`config.mk`:
```
export PLATFORM = sky130hd
export DESIGN_NAME = multiword_adder
export DESIGN_NICKNAME = d
export VERILOG_FILES = /design/src/rtl/multiword_adder.sv
export SDC_FILE = /design/constraint.sdc
export NUM_CORES = 1
export LEC_CHECK = 0
export ABC_AREA = 1
export BUFFER_PORTS_ARGS = -buffer_cell sky130_fd_sc_hd__buf_4
export CAP_MARGIN = 10
export CELL_PAD_IN_SITES_DETAIL_PLACEMENT = 1
export CELL_PAD_IN_SITES_GLOBAL_PLACEMENT = 1
export CORE_UTILIZATION = 43
export CTS_CLUSTER_SIZE = 28
export DETAILED_ROUTE_END_ITERATION = 10
export PLACE_DENSITY = 0.84
export RECOVER_POWER = 50
export SYNTH_ARGS = -nofsm -noshare
export SYNTH_HDL_FRONTEND = slang
export SYNTH_SLANG_ARGS = --single-unit
```
`constraint.sdc`:
```
create_clock -name clk -period 27.2 [get_ports clk]
set_input_delay 2.72 -clock clk [delete_from_list [all_inputs] [get_ports clk]]
set_output_delay 2.72 -clock clk [all_outputs]
set_load 0.01 [all_outputs]
```
`src/rtl/multiword_adder.sv`:
```
// Multi-word adder/subtractor: W = 16*WORDS operands summed one 16-bit chunk
// per cycle through a single ripple-carry slice, LSB chunk first.
// Optional build macro: MULTIWORD_ADDER_SAT_EN saturates result on signed overflow.

// 16-bit ripple-carry slice with carry-out and signed-overflow detection
module rca_16 (
  input  logic [15:0] a,
  input  logic [15:0] b,
  input  logic        cin,
  output logic [15:0] sum,
  output logic        cout,
  output logic        overflow_detection
);

  logic [16:0] c;

  // Bitwise full-adder chain
  always_comb begin
    c    = '0;
    sum  = '0;
    c[0] = cin;
    for (int i = 0; i < 16; i++) begin
      sum[i]   = a[i] ^ b[i] ^ c[i];
      c[i + 1] = (a[i] & b[i]) | (c[i] & (a[i] ^ b[i]));
    end
  end

  assign cout               = c[16];
  assign overflow_detection = c[16] ^ c[15];

endmodule

module multiword_adder #(
  parameter int unsigned WORDS = 4
) (
  input  logic                  clk,
  input  logic                  reset,
  input  logic                  start,
  input  logic                  sub,
  input  logic [16*WORDS-1:0]   a,
  input  logic [16*WORDS-1:0]   b,
  output logic                  busy,
  output logic                  done,
  output logic [16*WORDS-1:0]   result,
  output logic                  cout,
  output logic                  overflow,
  output logic                  zero
);

  localparam int unsigned W     = 16 * WORDS;
  localparam int unsigned IDX_W = $clog2(WORDS);

  typedef enum logic [1:0] {
    IDLE = 2'd0,
    RUN  = 2'd1,
    DONE = 2'd2
  } state_t;

  state_t           state_q, state_n;
  logic [W-1:0]     a_q, a_n;
  logic [W-1:0]     b_q, b_n;
  logic             carry_q, carry_n;
  logic [IDX_W-1:0] idx_q, idx_n;
  logic [W-1:0]     result_n;
  logic             cout_n, overflow_n;
  logic             busy_n, done_n;

  logic [15:0]      a_chunk, b_chunk, sum_chunk;
  logic             rca_cout, rca_ovf;

  // Select the active chunk of both latched operands
  always_comb begin
    a_chunk = '0;
    b_chunk = '0;
    for (int unsigned i = 0; i < WORDS; i++) begin
      if (idx_q == IDX_W'(i)) begin
        a_chunk = a_q[i*16 +: 16];
        b_chunk = b_q[i*16 +: 16];
      end
    end
  end

  rca_16 u_rca (
    .a                  (a_chunk),
    .b                  (b_chunk),
    .cin                (carry_q),
    .sum                (sum_chunk),
    .cout               (rca_cout),
    .overflow_detection (rca_ovf)
  );

  // Next-state and datapath update
  always_comb begin
    state_n    = state_q;
    a_n        = a_q;
    b_n        = b_q;
    carry_n    = carry_q;
    idx_n      = idx_q;
    result_n   = result;
    cout_n     = cout;
    overflow_n = overflow;

    unique case (state_q)
      IDLE: begin
        if (start) begin
          state_n    = RUN;
          a_n        = a;
          b_n        = sub ? ~b : b;
          carry_n    = sub;
          idx_n      = '0;
          result_n   = '0;
          cout_n     = 1'b0;
          overflow_n = 1'b0;
        end
      end
      RUN: begin
        for (int unsigned i = 0; i < WORDS; i++) begin
          if (idx_q == IDX_W'(i)) begin
            result_n[i*16 +: 16] = sum_chunk;
          end
        end
        carry_n = rca_cout;
        idx_n   = idx_q + IDX_W'(1);
        if (idx_q == IDX_W'(WORDS - 1)) begin
          state_n    = DONE;
          idx_n      = '0;
          cout_n     = rca_cout;
          overflow_n = rca_ovf;
`ifdef MULTIWORD_ADDER_SAT_EN
          // Clamp toward the sign of a; flags keep the raw outcome
          if (rca_ovf) begin
            result_n = a_q[W-1] ? {1'b1, {(W-1){1'b0}}} : {1'b0, {(W-1){1'b1}}};
          end
`endif
        end
      end
      DONE: begin
        state_n = IDLE;
      end
      default: begin
        state_n = IDLE;
      end
    endcase

    busy_n = (state_n == RUN);
    done_n = (state_n == DONE);
  end

  // State and datapath registers with synchronous reset
  always_ff @(posedge clk) begin
    if (reset) begin
      state_q  <= IDLE;
      a_q      <= '0;
      b_q      <= '0;
      carry_q  <= 1'b0;
      idx_q    <= '0;
      result   <= '0;
      cout     <= 1'b0;
      overflow <= 1'b0;
      busy     <= 1'b0;
      done     <= 1'b0;
    end else begin
      state_q  <= state_n;
      a_q      <= a_n;
      b_q      <= b_n;
      carry_q  <= carry_n;
      idx_q    <= idx_n;
      result   <= result_n;
      cout     <= cout_n;
      overflow <= overflow_n;
      busy     <= busy_n;
      done     <= done_n;
    end
  end

  assign zero = (result == '0);

endmodule

```
======== Word-level counts from Yosys, hierarchy flattened ========
Cells that the tools add are included.
operators by class
  order comparisons ....................... 0
  muxes and demuxes ....................... 28
  eq/ne operators ......................... 11
  divide/modulo/power cells ............... 0
  reduce and logical (&&, ||, !) cells .... 10
  add/subtract/negate cells ............... 1
  bitwise logic cells ..................... 82
  multiply operators ...................... 0
  shift operators ......................... 0
operator list
  operator                                             count
  two-way mux 16 bit                                   12
  two-way mux 64 bit                                   2
  case mux 64 bit (2 select lines)                     1
  zero test 64 bit                                     1
  inverter 64 bit                                      1
  bitwise XOR 1 bit                                    33
  AND 1 bit                                            32
  bitwise OR 1 bit                                     16
  AND reduction 3 bit                                  4
  inequality test 2 bit, second input constant         5
  two-way mux 2 bit                                    4
  case mux 2 bit (2 select lines)                      2
  equality test 2 x 1 -> 1 bit, second input constant  3
  equality test 2 bit, second input constant           3
  case mux 1 bit (2 select lines)                      3
  zero test 2 bit                                      2
  two-way mux 1 bit                                    4
  AND reduction 2 bit                                  2
  adder 2 x 1 -> 2 bit, second input constant          1
  nonzero test 2 bit                                   1
storage, ports and cells
  flip-flop bits (word level) ............. 201
  output and inout port bits .............. 69
  latch bits .............................. 0
  memories kept ........................... 0
  bits of input ports ..................... 132
  bits in read-only memories .............. 0
  RAM bits ................................ 0

======== Logic depth before layout (Yosys ltp) ========
  depth in word-level cells ............... 41
  gate-level depth with buffers ........... 31
  mapped depth without buffers ............ 29

======== Modules after synthesis ========
Synthesis repeated with hierarchy kept, for this count alone.
unflattened totals
  cell total of the unflattened synthesis .. 1245
  area, all modules ....................... 9281.4 um^2
modules (own cells, without submodules)
  module           times used  cells each  area each (um^2)  seq. area each (um^2)
  multiword_adder  1           1216        8912.3            4023.9
  rca_16           1           29          369.1             0.0

======== Worst setup path before layout ========
Ideal clock, no wire load.
  path kind ............................... register to register
  start point ............................. register idx_q[1]
  end point ............................... register result[31]
  path buffers ............................ 2
  period minus slack after synthesis ...... 8.551 ns
  arrival ................................. 8.485 ns
  path slack .............................. 18.649 ns
  library setup time ...................... 0.066 ns
  stages on the path, launching flop included .. 31
  data required time ...................... 27.134 ns
  cells stage by stage .................... dfxtp_1 > inv_1 > ha_1 > buf_2 > inv_1 > clkbuf_1 > nand2_1 > o211ai_1 > a21oi_1 > fa_1 > fa_1 > fa_1 > fa_1 > fa_1 > fa_1 > fa_1 > fa_1 > fa_1 > fa_1 > fa_1 > fa_1 > fa_1 > inv_1 > fa_1 > fa_1 > inv_1 > fa_1 > inv_1 > nor2_2 > nand2_1 > a21oi_2
between the ends
  cells in the longest elaborated chain, start to end .. 39
  elaborated cells between the ends (all ways) .. 78
RTL lines
  what                              RTL line  text
  start, declared                   63        logic [IDX_W-1:0] idx_q, idx_n;
  start signal, assigned            167       idx_q <= idx_n;
  zero test 2 bit                   76        if (idx_q == IDX_W'(i)) begin
  two-way mux 16 bit (4 in series)  76
  bitwise XOR 1 bit                 24        c[i + 1] = (a[i] & b[i]) | (c[i] & (a[i] ^ b[i]));
  AND 1 bit                         24
  bitwise OR 1 bit                  24
  AND 1 bit                         24
  bitwise OR 1 bit                  24
  AND 1 bit                         24
  [... 20 more ...]                 -
  bitwise OR 1 bit                  24
  AND 1 bit                         24
  bitwise OR 1 bit                  24
  AND 1 bit                         24
  bitwise OR 1 bit                  24
  bitwise XOR 1 bit                 23        sum[i] = a[i] ^ b[i] ^ c[i];
  two-way mux 16 bit                118       if (idx_q == IDX_W'(i)) begin
  case mux 64 bit (2 select lines)  103       unique case (state_q)
  end signal, assigned              168       result <= result_n;
  end, declared                     44        output logic [16*WORDS-1:0] result,
Parallel ways exist; a longest one is shown, timed or not. The select of a mux whose other input is x is not followed.
A chain may end at the register's enable or synchronous reset.

==> out/results.tsv <==
metric	value	unit
postcts setup bufs	0	
Seq/Total Area, Yosys	42.7	%
Post-Syn Instances	1222	
type of the most critical hold path	flip-flop to flip-flop	
core box area	21200	um2
initial antenna violation count	0	
worst path required time	27590	ps
I/O Buffers	200	
nets	1517	
Clock Sinks	201	
die span in y	150	um
Crit Path Category	primary input to flip-flop	
last element of the critical path	cout$_SDFFE_PP0P_	
RSZ-0062 raised after global routing	false	
Clk Latency, worst-skew pair	510	ps
Worst-path clk slew	60	ps
RR Endpoint	result[47]$_SDFFE_PP0P_	
# rows	53	
total wire length	30200	um
commonest non-fill, non-tap cell in the layout	nor2_1	
max-cap violations	2	
minimum clock period	9460	ps
crit path DAT	9840	ps
Synth Register Bits	201	
leakage	4.63	nW
most used routing layer	met2	
Final Hold Fails	0	
R2R depth	29	
Initial Util	44.4	%
Setup WS post-layout	17740	ps
critical path fanouts, max	86	
pre-CTS setup slack	18100	ps
CTS tree	built	
outcome	complete, but fails checks	
Crit. Startpoint	reset	
drc violations	0	
Overall Global Routing Usage	26.8	%
Die ar.	22500	um2
Root Buffer	clkbuf_16	
Post-Syn Area	9410	um2
routing usage on met3	3.26	%
Avg Cell Area, Syn	7.70	um2
maximum vdd drop	0.0289	mV
vias per cell	5.27	
Area Growth Syn to Fin	20.1	%
total gr overflow	0	
Die X	150	um
hold_buf cts	0	
global-route wire length before repair	46900	um
router iterations before antenna repair	7	
final setup violation count	0	
achievable frequency	106	MHz
Power Density	69.4	nW/um2
Worst-Margin Slew	3960	ps
failing checks	capacitance limit, slew limit	
H-tree levels	1	
Routability Congestion	0.841	
CTS Buf Count	22	
vias in the first global route	8806	
layout cell share with drive strength beyond 1	14.8	%
I/O pin total	201	
post_cts resized	0	
DRT iter0 DRCs	485	
Final Skew	8.39	ps
vias	8716	
Avg WL per Cell	18.3	um
Critical Path Source Type	primary input	
fin crit share	34.8	%
RR Startpoint	idx_q[1]$_SDFFE_PP0P_	
CP endpoint kind	flip-flop	
# diodes	0	
maximum buffer depth of the clock tree	3	
Worst R2R Setup Slack	18040	ps
dpl hpwl	21700	um
max-slew violations	161	
slew margin rel.	-164	%
post-synthesis cell type count	35	
Syn Nets	1374	
Ys Warns	0	
largest net degree at the start of global routing	87	
most frequent cells in the layout	nor2_1, dfxtp_1, nand2_1, a21oi_1, buf_4	
antenna-violating nets left	0	
met2 GRT Util	46.0	%
Final TNS setup	0	ps
met1 usage in global routing	35.1	%
==> flip-flops by register name, summed over array words and instances, names as in the netlist <==
register / flops
result: 64
done: 1
busy: 1
b_q: 64
carry_q: 1
cout: 1
overflow: 1
a_q: 64
state_q: 2
idx_q: 2
==> cells by family after synthesis <==
kind of cell | synth area share, %
simple gates | 18.1
xor+xnor | 6.05
flops | 42.7
fa+ha+maj | 3.93
buf+inv | 8.77
compound gates | 20.4
==> layout make-up <==
cell class | instances | area, um2
sequential | 201 | 4020
inverter | 81 | 308
fill | 2672 | 9920
clock buffer | 33 | 673
clock inverter | 6 | 80.1
multi-input combinational | 850 | 4570
timing repair buffer | 209 | 1310
tap | 275 | 344
==> cell usage after synthesis, drive strengths merged <==
cell type  count  area (um2)
clkbuf        31         131
nand3         17        85.1
buf           59         388
a31oi          1        6.26
o21ai        135         728
a21oi        144         736
nand4          4        25.0
fa            16         320
xnor2         33         289
dfxtp        201        4020
ha             4        50.1
nor2         234         921
xor2          32         280
nand2        166         657
a211oi        32         240
o211ai        19         143
and2           3        18.8
inv           81         307
o22ai          9        56.3
a22oi          1        7.51
==> layer usage <==
metal | share of wire [%] | vias to the layer above
met2 | 48 | 286
met3 | 5.7 | 54
met5 | 0 | -
met1 | 44 | 4128
met4 | 2.6 | 0
li1 | - | 4248
==> power breakdown <==
group | internal, mW | leakage, nW | total, mW | switching [mW]
registers | 0.315 | 1.65 | 0.328 | 0.0125
clock network | 0.189 | 0.375 | 0.308 | 0.119
logic | 0.0534 | 2.61 | 0.148 | 0.0950
total | 0.558 | 4.63 | 0.784 | 0.226
==> per-stage QoR <==
stage / total power, mW / util [%] / cells / hold WS (ps) / instance area (um2)
floorplan: 0.425 / - / 1222 / 424 / 9410
global placement: 0.477 / 50.9 / 1616 / 441 / 10800
detailed placement: 0.482 / 50.9 / 1616 / 456 / 10800
CTS: 0.789 / 54.5 / 1655 / 464 / 11600
global route: 0.817 / 53.3 / 1655 / 490 / 11300
finish: 0.784 / 53.3 / 1655 / 464 / 11300
==> critical path, stage by stage <==
cell and delay, ps:
clkbuf_1 2740, inv_1 1740, clkbuf_1 1360, nand2_2 870
inv_1 190, nand2_1 110, nand2_1 50
==> worst min-delay path by stage <==
stage,from,endpoint,slack (ps),cells after the start
6_report,b_q[1]$_SDFFE_PP0P_,b_q[1]$_SDFFE_PP0P_,460,2
5_1_grt,b_q[1]$_SDFFE_PP0P_,b_q[1]$_SDFFE_PP0P_,490,2
4_1_cts,b_q[1]$_SDFFE_PP0P_,b_q[1]$_SDFFE_PP0P_,460,2
3_5_place_dp,b_q[1]$_SDFFE_PP0P_,b_q[1]$_SDFFE_PP0P_,460,2
3_3_place_gp,b_q[63]$_SDFFE_PP0P_,b_q[63]$_SDFFE_PP0P_,440,2
2_1_floorplan,b_q[59]$_SDFFE_PP0P_,b_q[59]$_SDFFE_PP0P_,420,2
(Power assumes the default switching activity.)
